[config.mk]
export PLATFORM = sky130hd
export DESIGN_NAME = dram2buffer_input
export DESIGN_NICKNAME = d
export VERILOG_FILES = /design/src/rtl/dram2buffer_input.sv
export SDC_FILE = /design/constraint.sdc
export NUM_CORES = 1
export LEC_CHECK = 0
export ABC_AREA = 1
export CAP_MARGIN = 0
export CORE_UTILIZATION = 25
export DETAILED_ROUTE_END_ITERATION = 10
export PLACE_DENSITY = 0.54
export SLEW_MARGIN = 20
export SYNTH_ARGS = -nofsm -noshare
export SYNTH_HDL_FRONTEND = slang
export SYNTH_SLANG_ARGS = --single-unit
[constraint.sdc]
create_clock -name clk -period 1.65 [get_ports clk]
set_input_delay 0.165 -clock clk [delete_from_list [all_inputs] [get_ports clk]]
set_output_delay 0.165 -clock clk [all_outputs]
set_load 0.05 [all_outputs]
[src/rtl/dram2buffer_input.sv]
// rtl/dram2buffer_input.sv - stream-to-bank loader for the double-banked input buffer
//
// Accepts a valid/ready stream of DATA_W-bit words and writes them into one
// bank of the ping-pong input buffer. The words go to consecutive addresses,
// starting at the start address and ending at the end address, and the
// address wraps modulo 2**BUF_AW. A one-cycle load_done pulse follows the
// last committed write.
//
// Ports:
//   clk, rst                 clock, synchronous active-high reset
//   load_start               one-cycle start request, sampled in IDLE only
//   BUF_ADDR_start           [BUF_AW] selects the bank, [BUF_AW-1:0] is the first address
//   BUF_ADDR_end             [BUF_AW-1:0] is the last address, [BUF_AW] is ignored
//   load_done                one-cycle pulse after the last word is written
//   busy                     high in LOAD, FLUSH and DONE
//   data_in / data_in_valid / data_in_ready   input word stream
//   input_buffer_DI[0:1]         per-bank write data
//   input_buffer_A_write[0:1]    per-bank write address
//   input_buffer_CEN_write[0:1]  per-bank chip enable, active-low
//   input_buffer_WEN[0:1]        per-bank write enable, active-low
module dram2buffer_input #(
  parameter int DATA_W = 32,
  parameter int BUF_AW = 7
) (
  input  logic              clk,
  input  logic              rst,
  input  logic              load_start,
  input  logic [BUF_AW:0]   BUF_ADDR_start,
  input  logic [BUF_AW:0]   BUF_ADDR_end,
  output logic              load_done,
  output logic              busy,
  input  logic [DATA_W-1:0] data_in,
  input  logic              data_in_valid,
  output logic              data_in_ready,
  output logic [DATA_W-1:0] input_buffer_DI        [0:1],
  output logic [BUF_AW-1:0] input_buffer_A_write   [0:1],
  output logic              input_buffer_CEN_write [0:1],
  output logic              input_buffer_WEN       [0:1]
);

  typedef enum logic [1:0] {IDLE, LOAD, FLUSH, DONE} state_t;

  state_t              state_q;
  logic                bank_q;
  logic [BUF_AW-1:0]   addr_q;
  logic [BUF_AW-1:0]   addr_d;
  logic [BUF_AW-1:0]   end_q;
  logic [DATA_W-1:0]   di_q  [0:1];
  logic [BUF_AW-1:0]   a_q   [0:1];
  logic                cen_q [0:1];
  logic                wen_q [0:1];

  // Bank bit of the end address carries no meaning; the start address owns it.
  logic unused_end_bank;
  assign unused_end_bank = BUF_ADDR_end[BUF_AW];

  // Natural overflow of the BUF_AW-bit counter gives the 127 -> 0 wrap.
  assign addr_d = addr_q + BUF_AW'(1);

  assign data_in_ready = (state_q == LOAD);
  assign busy          = (state_q != IDLE);
  assign load_done     = (state_q == DONE);

  assign input_buffer_DI        = di_q;
  assign input_buffer_A_write   = a_q;
  assign input_buffer_CEN_write = cen_q;
  assign input_buffer_WEN       = wen_q;

  always_ff @(posedge clk) begin
    if (rst) begin
      state_q  <= IDLE;
      bank_q   <= 1'b0;
      addr_q   <= '0;
      end_q    <= '0;
      di_q[0]  <= '0;
      di_q[1]  <= '0;
      a_q[0]   <= '0;
      a_q[1]   <= '0;
      cen_q[0] <= 1'b1;
      cen_q[1] <= 1'b1;
      wen_q[0] <= 1'b1;
      wen_q[1] <= 1'b1;
    end else begin
      // Strobes last exactly one cycle; an accepted beat re-asserts them below.
      // A and DI are deliberately left holding their last values.
      cen_q[0] <= 1'b1;
      cen_q[1] <= 1'b1;
      wen_q[0] <= 1'b1;
      wen_q[1] <= 1'b1;
      case (state_q)
        IDLE: begin
          if (load_start) begin
            bank_q  <= BUF_ADDR_start[BUF_AW];
            addr_q  <= BUF_ADDR_start[BUF_AW-1:0];
            end_q   <= BUF_ADDR_end[BUF_AW-1:0];
            state_q <= LOAD;
          end
        end
        LOAD: begin
          if (data_in_valid) begin
            di_q[bank_q]  <= data_in;
            a_q[bank_q]   <= addr_q;
            cen_q[bank_q] <= 1'b0;
            wen_q[bank_q] <= 1'b0;
            addr_q        <= addr_d;
            if (addr_q == end_q) begin
              state_q <= FLUSH;
            end
          end
        end
        // The final write strobe is on the bus during FLUSH.
        FLUSH:   state_q <= DONE;
        DONE:    state_q <= IDLE;
        default: state_q <= IDLE;
      endcase
    end
  end

endmodule

==> results of run 1 <==
[critical path, cell delays in order, from the launching register on]
cell and delay, ns:
dfxtp_1 0.37, inv_1 0.11, ha_1 0.22, inv_1 0.17, buf_12 0.16
[worst max-delay path by stage]
stage / startpoint / end / slack (ns) / depth (start not counted)
floorplan: state_q[1] / addr_q[3] / 0.02 / 10
global placement: state_q[1] / input_buffer_A_write[13] / 0.11 / 7
detailed placement: state_q[1] / input_buffer_DI[59] / 0.03 / 7
CTS: input_buffer_A_write[2] / input_buffer_A_write[2] / 0.006 / 1
global route: state_q[1] / input_buffer_A_write[10] / 0.02 / 7
finish: state_q[1] / busy / 0.10 / 4
[through the flow]
| stage | hold WS [ns] | cells |
|---|---|---|
| final | 0.404 | 805 |
| after global routing | 0.395 | 805 |
| after CTS | 0.388 | 805 |
| after detailed placement | 0.458 | 789 |
| after global placement | 0.453 | 789 |
| after floorplan | 0.300 | 486 |
[cells by family after synthesis]
| group | count (synthesis) | synth area share |
|---|---|---|
| XOR/XNOR | 2 | 0.00467 |
| AND/OR/NAND/NOR | 201 | 0.211 |
| AO/OA/AOI/OAI | 126 | 0.172 |
| buffers and inverters | 54 | 0.0744 |
| adder cells (fa/ha/maj) | 6 | 0.0200 |
| flip-flops | 97 | 0.518 |
[sequential cells by signal (all words and copies together), names as in the netlist]
| register | cells |
|---|---|
| addr_q | 7 |
| bank_q | 1 |
| end_q | 7 |
| input_buffer_A_write | 14 |
| input_buffer_DI | 64 |
| input_buffer_WEN | 2 |
| state_q | 2 |
[cells in the final DEF (no fill, tap or decap), types with 9 or more instances in the layout]
cell,n
dfxtp_1,96
a21oi_1,61
nand2_1,104
buf_4,50
inv_1,21
dlygate4sd2_1,38
nor2_1,83
clkdlybuf4s50_1,50
clkbuf_16,9
o21ai_0,59
[report_power, final]
part	total [mW]	internal (mW)	leakage [nW]	switching (mW)
registers	3.03	2.75	0.790	0.285
logic	3.45	1.15	1.51	2.29
clock network	2.11	1.22	0.147	0.892
[layer usage]
layer | GRT usage | routed length (um)
met1 | 0.166 | 4840
met2 | 0.242 | 5230
met3 | 0.0610 | 808
met4 | 0.0383 | 129
met5 | 0 | 0
[repair_timing]
action | 4_1_cts | 5_1_grt
cloned | 0 | 0
hold endpoints to repair | 0 | 0
endpoints found under the setup margin | 38 | 40
resized for setup | 38 | 8
pin swaps | 0 | 0
[cell type report]
| cell class | instances | area, um2 |
|---|---|---|
| flip-flops and latches | 97 | 1940 |
| inverters | 24 | 92.6 |
| multi-input cells | 335 | 1550 |
| repair buffers | 149 | 1380 |
| clock inverters | 4 | 52.6 |
| fillers | 1484 | 9090 |
| well taps | 184 | 230 |
| clock buffers | 12 | 246 |
==> flow_summary_export.csv, run 1 <==
group,metric,value,unit
outcome,status,"complete, no violations",
global_routing,grt_pass1_vias,3369,
synthesis,synth_commonest_cells,"104 x nand2_1, 97 x dfxtp_1, 83 x nor2_1",
floorplanning,rows,44,
synthesis,async_reset_ff_frac,0,
layout,nets,674,
sta,worst_pin_slew,0.504,ns
global_routing,track_usage,0.144,
synthesis,synth_top_cell_by_area,"dfxtp_1",
pwr,power.leakage,2.44,nW
synthesis,synth.most_common_cell,"nand2_1",
sta,min_period_over_period,0.938,
sta,setup_viol_count_final,0,
clocking,cts_tree,"built",
pwr,peakVddDrop,827,uV
synthesis,avgSynthCellArea,7.72,um2
clocking,cts_setup_buffers,0,
global_routing,grt_pass1_wl,17.7,mm
worst_hold_path,min_path_type,"in -> reg",
worst_setup_path,cp.arrival,1.38,ns
worst_hold_path,hp-start,"data_in[0]",
synthesis,synth_area,3750,um2
floorplanning,dieArea,15500,um2
clocking,htreeDepth,3,
clocking,cts_hold_buf,0,
synthesis,syn_nets,544,
place,dp_hpwl,7.72,mm
floorplanning,die_x,124,um
worst_setup_path,critPathLaunchType,"register",
sta,fin_ws,0.102,ns
worst_setup_path,r2r-start,"state_q[1]",
layout,drive_above_1_share,0.137,
floorplanning,pin_count,137,
detailed_routing,dr.first_iter.drc_count,176,
sta,fin_setup_tns,0,ns
synthesis,yosys-top-cells-area,"dfxtp_1 52%, nand2_1 10%, nor2_1 8.3%, a21oi_1 8.1%, o21ai_0 7.9%",
synthesis,seq_area_frac_synth,0.518,
layout,utilization,0.377,
place,postPlaceCellArea,5220,um2
worst_setup_path,reg2reg_depth,7,
layout,syn2layout_area_growth,46.5,%
worst_setup_path,critical_path_class,"reg -> out",
worst_hold_path,holdPathEnd,"input_buffer_DI[0]",
floorplanning,core,14600,um2
sta,timing.final.crit_period,1.55,ns
detailed_routing,wl_per_cell,13.7,um
sta,worst_clock_skew,0.00480,ns
synthesis,synthFlopType,"dfxtp_1",
worst_setup_path,endpoint_kind,"output port",
layout,finish.instance_area,5500,um2
detailed_routing,final_antenna_net_count,0,
detailed_routing,vias_per_cell,4.45,
sta,report.final.slew_viol_count,0,
clocking,cts_root_buf,"clkbuf_16",
global_routing,grt_antenna_before_repair,0,
sta,rsz0062_at_grt,"false",
synthesis,syn_inst,486,
detailed_routing,drc,0,
clocking,cts.sink_count,97,
synthesis,synth.distinct_cells,27,
pwr,power,8.59,mW
place,globalplace.congestion,0.761,
sta,hold_viol_final,0,
clocking,clk_pin_slew,0.07,ns
worst_setup_path,ff2ff_setup_slack,0.16,ns
synthesis,yosysWarnings,0,
place,portBuffers,135,
layout,n_antenna_cell,0,
worst_hold_path,hold_depth,3,
worst_setup_path,r2r-end,"input_buffer_A_write[8]",
place,dp_slack,0.0262,ns
synthesis,synth_edf_count,0,
worst_setup_path,cp_max_fo,4,
floorplanning,die_h,124,um
pwr,pwr_density_cell,1560,nW/um2
floorplanning,start_util,0.257,
global_routing,grt_max_degree,37,
sta,max_slew_margin,0.663,
synthesis,synth_seq_cells,97,
clocking,cts_buffer_depth,2,
run,max-cap-violations,0,
clocking,cts_buffers,9,
detailed_routing,drt_pass1_iterations,4,
detailed_routing,dr_total_vias,3582,
worst_setup_path,worstPathRequired,1.48,ns
sta,clock.fmax,646,MHz
global_routing,overflow,0,
clocking,worstSkewPairLatency,0.34,ns
detailed_routing,postRouteWirelength,11.0,mm
synthesis,synth_top_area_frac,0.518,
(Power assumes the default switching activity.)
==> inputs of run 2 (changes only) <==
--- a/config.mk
+++ b/config.mk
@@ -10,5 +10,5 @@
 export CORE_UTILIZATION = 25
 export DETAILED_ROUTE_END_ITERATION = 10
-export PLACE_DENSITY = 0.54
+export PLACE_DENSITY = 0.6
 export SLEW_MARGIN = 20
 export SYNTH_ARGS = -nofsm -noshare
==> constraint.sdc (replaced) <==
create_clock -name clk -period 1.65 [get_ports clk]
set_input_delay 0.33 -clock clk [delete_from_list [all_inputs] [get_ports clk]]
set_output_delay 0.33 -clock clk [all_outputs]
set_load 0.05 [all_outputs]
==> run 2 against run 1 <==
Combinational power grew 3%; non-clock buffer count grew 3; sequential power is essentially flat; cell count grew 0.37%; clock power grew 3%; clock skew grew 0.0030 ns; largest cell class unchanged; critical path type unchanged; register-to-register slack is essentially flat; die area is the same; fmax shrank 1.8%; wire length shrank 2.3%; design area shrank 0.18%.
==> flow_summary_export.csv, run 2 (synthesis results as in run 1) <==
group,metric,value,unit
outcome,status,"complete, no violations",
layout,most-common-layout-cells,"104 x nand2_1, 95 x dfxtp_1, 95 x buf_4, 83 x nor2_1, 61 x a21oi_1",
place,postPlaceCellArea,5140,um2
global_routing,overflow,0,
floorplanning,start_util,0.257,
layout,nets,677,
global_routing,grt_pass1_wl,17.7,mm
sta,report.final.slew_viol_count,0,
worst_setup_path,cp_max_fo,4,
layout,syn2layout_area_growth,46.2,%
layout,finish.instance_area,5490,um2
global_routing,grt_max_degree,37,
layout,layout.area.seq,1950,um2
sta,worst_clock_skew,0.00780,ns
detailed_routing,final_antenna_net_count,0,
worst_hold_path,min_path_type,"reg -> reg",
sta,clock.fmax,635,MHz
clocking,cts.sink_count,97,
sta,setup_viol_count_final,0,
worst_setup_path,endpoint_kind,"output port",
sta,max_slew_margin,0.733,
sta,worst_pin_slew,0.400,ns
clocking,cts_setup_buffers,0,
worst_setup_path,critPathLaunchType,"register",
detailed_routing,dr_total_vias,3545,
sta,timing.final.crit_period,1.58,ns
run,max-cap-violations,0,
layout,final_common_cell,"nand2_1",
sta,fin_setup_tns,0,ns
pwr,power.leakage,2.35,nW
floorplanning,pin_count,137,
clocking,clk_pin_slew,0.07,ns
clocking,cts_hold_buf,0,
sta,hold_viol_final,0,
clocking,cts_root_buf,"clkbuf_16",
clocking,cts_tree,"built",
floorplanning,core,14600,um2
layout,utilization,0.376,
detailed_routing,dr.first_iter.drc_count,124,
clocking,cts_buffers,9,
detailed_routing,postRouteWirelength,10.8,mm
floorplanning,die_h,124,um
detailed_routing,vias_per_cell,4.39,
layout,drive_above_1_share,0.216,
worst_setup_path,critical_path_class,"reg -> out",
floorplanning,die_x,124,um
worst_setup_path,worstPathRequired,1.32,ns
global_routing,track_usage,0.144,
detailed_routing,drt_pass1_iterations,4,
pwr,pwr_density_cell,1600,nW/um2
sta,min_period_over_period,0.955,
floorplanning,rows,44,
floorplanning,dieArea,15500,um2
place,globalplace.congestion,0.762,
global_routing,grt_pass1_vias,3547,
detailed_routing,drc,0,
layout,largest_reg_flops,64,
place,dp_hpwl,7.71,mm
worst_setup_path,cp.arrival,1.25,ns
pwr,peakVddDrop,760,uV
clocking,worstSkewPairLatency,0.34,ns
clocking,cts_buffer_depth,2,
layout,nFillCells,1487,
place,portBuffers,135,
layout,n_antenna_cell,0,
layout,multi_input_area,1550,um2
detailed_routing,wl_per_cell,13.3,um
clocking,htreeDepth,3,
global_routing,grt_antenna_before_repair,0,
run 2: changes by cell type in the layout (fill, tap and decap cells not counted), moves of 2 or more:
cell,change
buf_4,+45
dlygate4sd2_1,-38
dlymetal6s2s_1,-5
clkbuf_8,+2
run 2: worst max-delay path, cell delays in order (launching register included):
cell,delay [ns]
dfxtp_2,0.34
inv_1,0.13
ha_2,0.24
inv_4,0.06
buf_12,0.14
run 2: power by group:
group / switching (mW) / internal [mW] / total, mW
registers: 0.290 / 2.76 / 3.05
clock network: 0.876 / 1.30 / 2.18
logic: 2.31 / 1.25 / 3.56
run 2: layout make-up:
class                           count  share of cell area
Multi-Input combinational cell    335               0.283
Clock buffer                       13              0.0493
Inverter                           24              0.0173
Timing Repair Buffer              152               0.245
Tap cell                          184              0.0420
Clock inverter                      3             0.00867
Sequential cell                    97               0.355
run 2: stage by stage:
stage | total power, mW | std cells | hold WS, ns | setup WS, ns
finish | 8.79 | 808 | 0.468 | 0.0741
global route | 9.35 | 808 | 0.482 | -0.00141
CTS | 8.88 | 808 | 0.466 | 0.0374
detailed placement | 6.60 | 792 | 0.455 | -0.0336
global placement | 6.52 | 792 | 0.453 | -0.0434
floorplan | 5.42 | 486 | 0.444 | 0.0210
run 2: final timing paths:
check	start	endpoint	slack (ns)	cells after the start
worst min-delay path	input_buffer_DI[30]	input_buffer_DI[30]	0.47	2
worst max-delay path	state_q[1]	busy	0.07	4
worst max register to register	state_q[1]	input_buffer_DI[63]	0.15	7
worst min register to register	input_buffer_DI[30]	input_buffer_DI[30]	0.47	2
run 2: layer usage:
| metal | vias up | GRT usage | wire length (um) |
|---|---|---|---|
| met5 | - | 0 | 0 |
| met2 | 87 | 0.245 | 5200 |
| met3 | 7 | 0.0580 | 695 |
| met1 | 1626 | 0.167 | 4770 |
| li1 | 1825 | - | - |
| met4 | 0 | 0.0347 | 89 |
run 2: repair_timing:
item / CTS / global route
resized for setup: 6 / 3
gates cloned: 0 / 0
endpoints found under the setup margin: 9 / 3
pin swaps: 0 / 0
==> inputs of run 3 (changes only) <==
CTS_CLUSTER_SIZE = 24   (was default)
SKIP_LAST_GASP = 1   (was default)
==> run 3 against run 2 <==
Sequential power is essentially flat; first-iteration DRC count stayed put; largest power group unchanged; largest cell class unchanged; critical path depth stayed put; non-clock buffer count unchanged; sequential share of layout area hardly changed; via count about the same; power is 0.23% lower; worst setup slack got worse by 0.051 ns; flip-flop and latch count is the same.
==> flow_summary_export.csv, run 3 (synthesis results as in run 1) <==
group,metric,value,unit
pwr,power,8.77,mW
sta,fin_hold_ws,0.467,ns
worst_hold_path,min_path_type,"reg -> reg",
layout,finish.instance_area,5480,um2
sta,max_slew_margin,0.738,
detailed_routing,dr_total_vias,3542,
worst_setup_path,critPathLaunchType,"register",
detailed_routing,drt_pass1_iterations,4,
floorplanning,rows,44,
global_routing,grt_max_degree,37,
floorplanning,die_h,124,um
sta,clock.fmax,615,MHz
clocking,cts_hold_buf,0,
global_routing,track_usage,0.144,
clocking,cts_root_buf,"clkbuf_16",
clocking,worstSkewPairLatency,0.34,ns
layout,most-common-layout-cells,"104 x nand2_1, 95 x dfxtp_1, 95 x buf_4, 83 x nor2_1, 61 x a21oi_1",
detailed_routing,dr.first_iter.drc_count,124,
worst_setup_path,endpoint_kind,"output port",
layout,final_common_cell,"nand2_1",
pwr,pwr_density_cell,1600,nW/um2
detailed_routing,wl_per_cell,13.3,um
pwr,peakVddDrop,761,uV
layout,largest_reg_flops,64,
worst_setup_path,critical_path_class,"reg -> out",
clocking,cts_buffers,9,
sta,setup_viol_count_final,0,
clocking,cts.sink_count,97,
worst_setup_path,cpMaxStageDelayCell,"dfxtp_4",
worst_setup_path,cp_slowest_stage_delay,0.38,ns
floorplanning,core,14600,um2
layout,stdcell_count,808,
place,dp_hpwl,7.71,mm
place,globalplace.congestion,0.762,
layout,n_antenna_cell,0,
layout,drive_above_1_share,0.215,
floorplanning,pin_count,137,
outcome,status,"complete, no violations",
global_routing,grt_antenna_before_repair,0,
layout,syn2layout_area_growth,46.1,%
floorplanning,die_x,124,um
global_routing,grt_pass1_vias,3547,
detailed_routing,postRouteWirelength,10.8,mm
sta,fin_ws,0.0235,ns
detailed_routing,final_antenna_net_count,0,
place,postPlaceCellArea,5140,um2
layout,nFillCells,1486,
detailed_routing,vias_per_cell,4.38,
clocking,clk_pin_slew,0.07,ns
layout,nets,677,
worst_setup_path,worstPathRequired,1.32,ns
sta,worst_clock_skew,0.0101,ns
place,dp_cells,792,
worst_setup_path,critPathTopFamily,"flip-flops",
sta,min_period_over_period,0.986,
place,portBuffers,135,
pwr,power.leakage,2.35,nW
global_routing,grt_pass1_wl,17.7,mm
detailed_routing,drc,0,
run,max-cap-violations,0,
clocking,cts_buffer_depth,2,
floorplanning,dieArea,15500,um2
global_routing,overflow,0,
worst_setup_path,crit_buf_inv,3,
sta,timing.final.crit_period,1.63,ns
sta,hold_viol_final,0,
place,dp_slack,-0.0336,ns
sta,worst_pin_slew,0.392,ns
sta,rsz0062_at_grt,"true",
clocking,htreeDepth,3,
worst_setup_path,crit_chain,"inv_1, ha_1, inv_2, buf_12",
sta,report.final.slew_viol_count,0,
clocking,cts_tree,"built",
floorplanning,start_util,0.257,
worst_setup_path,cp_max_fo,4,
worst_setup_path,cp.arrival,1.30,ns
run 3: cell counts in the layout (fill, tap and decap cells not counted):
Identical to the previous run, type by type.
run 3: area by class of cell:
| cell class | instances | area, um2 | area share |
|---|---|---|---|
| Inverter | 24 | 92.6 | 0.0169 |
| Clock buffer | 13 | 270 | 0.0493 |
| Multi-Input combinational cell | 335 | 1550 | 0.282 |
| Timing Repair Buffer | 152 | 1350 | 0.245 |
| Clock inverter | 3 | 47.5 | 0.00868 |
| Tap cell | 184 | 230 | 0.0420 |
| Sequential cell | 97 | 1950 | 0.355 |
run 3: repair_timing:
| action | 4_1_cts | 5_1_grt |
|---|---|---|
| buffers inserted | 0 | 0 |
| resized for setup | 3 | 3 |
| endpoints found under the setup margin | 9 | 13 |
run 3: worst paths after layout:
| kind | cells after the start | start | slack [ns] | endpoint |
|---|---|---|---|---|
| worst min register to register | 2 | input_buffer_DI[11] | 0.47 | input_buffer_DI[11] |
| worst max-delay path | 4 | state_q[0] | 0.02 | busy |
| worst min-delay path | 2 | input_buffer_DI[11] | 0.47 | input_buffer_DI[11] |
| worst max register to register | 7 | state_q[1] | 0.15 | input_buffer_DI[63] |
run 3: tightest hold or removal path, stage by stage (launching register included):
cell and delay (ns):
dfxtp_1 0.31, nand2_1 0.06, a21oi_1 0.05
run 3: metrics by stage:
step / util / setup TNS, ns
after global placement: 0.353 / -0.146
after floorplan: - / 0
after CTS: 0.375 / -0.0321
final: 0.376 / 0
after global routing: 0.376 / -0.0489
after detailed placement: 0.353 / -0.306
run 3: power breakdown:
| group | leakage [nW] | switching (mW) | internal, mW |
|---|---|---|---|
| combinational | 1.41 | 2.30 | 1.24 |
| clock | 0.156 | 0.876 | 1.31 |
| sequential | 0.790 | 0.290 | 2.76 |
| total | 2.35 | 3.47 | 5.30 |
run 3: per-layer routing:
metal / global-route usage / up-vias / part of all wire
li1: - / 1826 / -
met5: 0 / - / 0
met3: 0.0580 / 6 / 0.062
met2: 0.245 / 88 / 0.48
met4: 0.0347 / 0 / 0.0067
met1: 0.167 / 1622 / 0.45
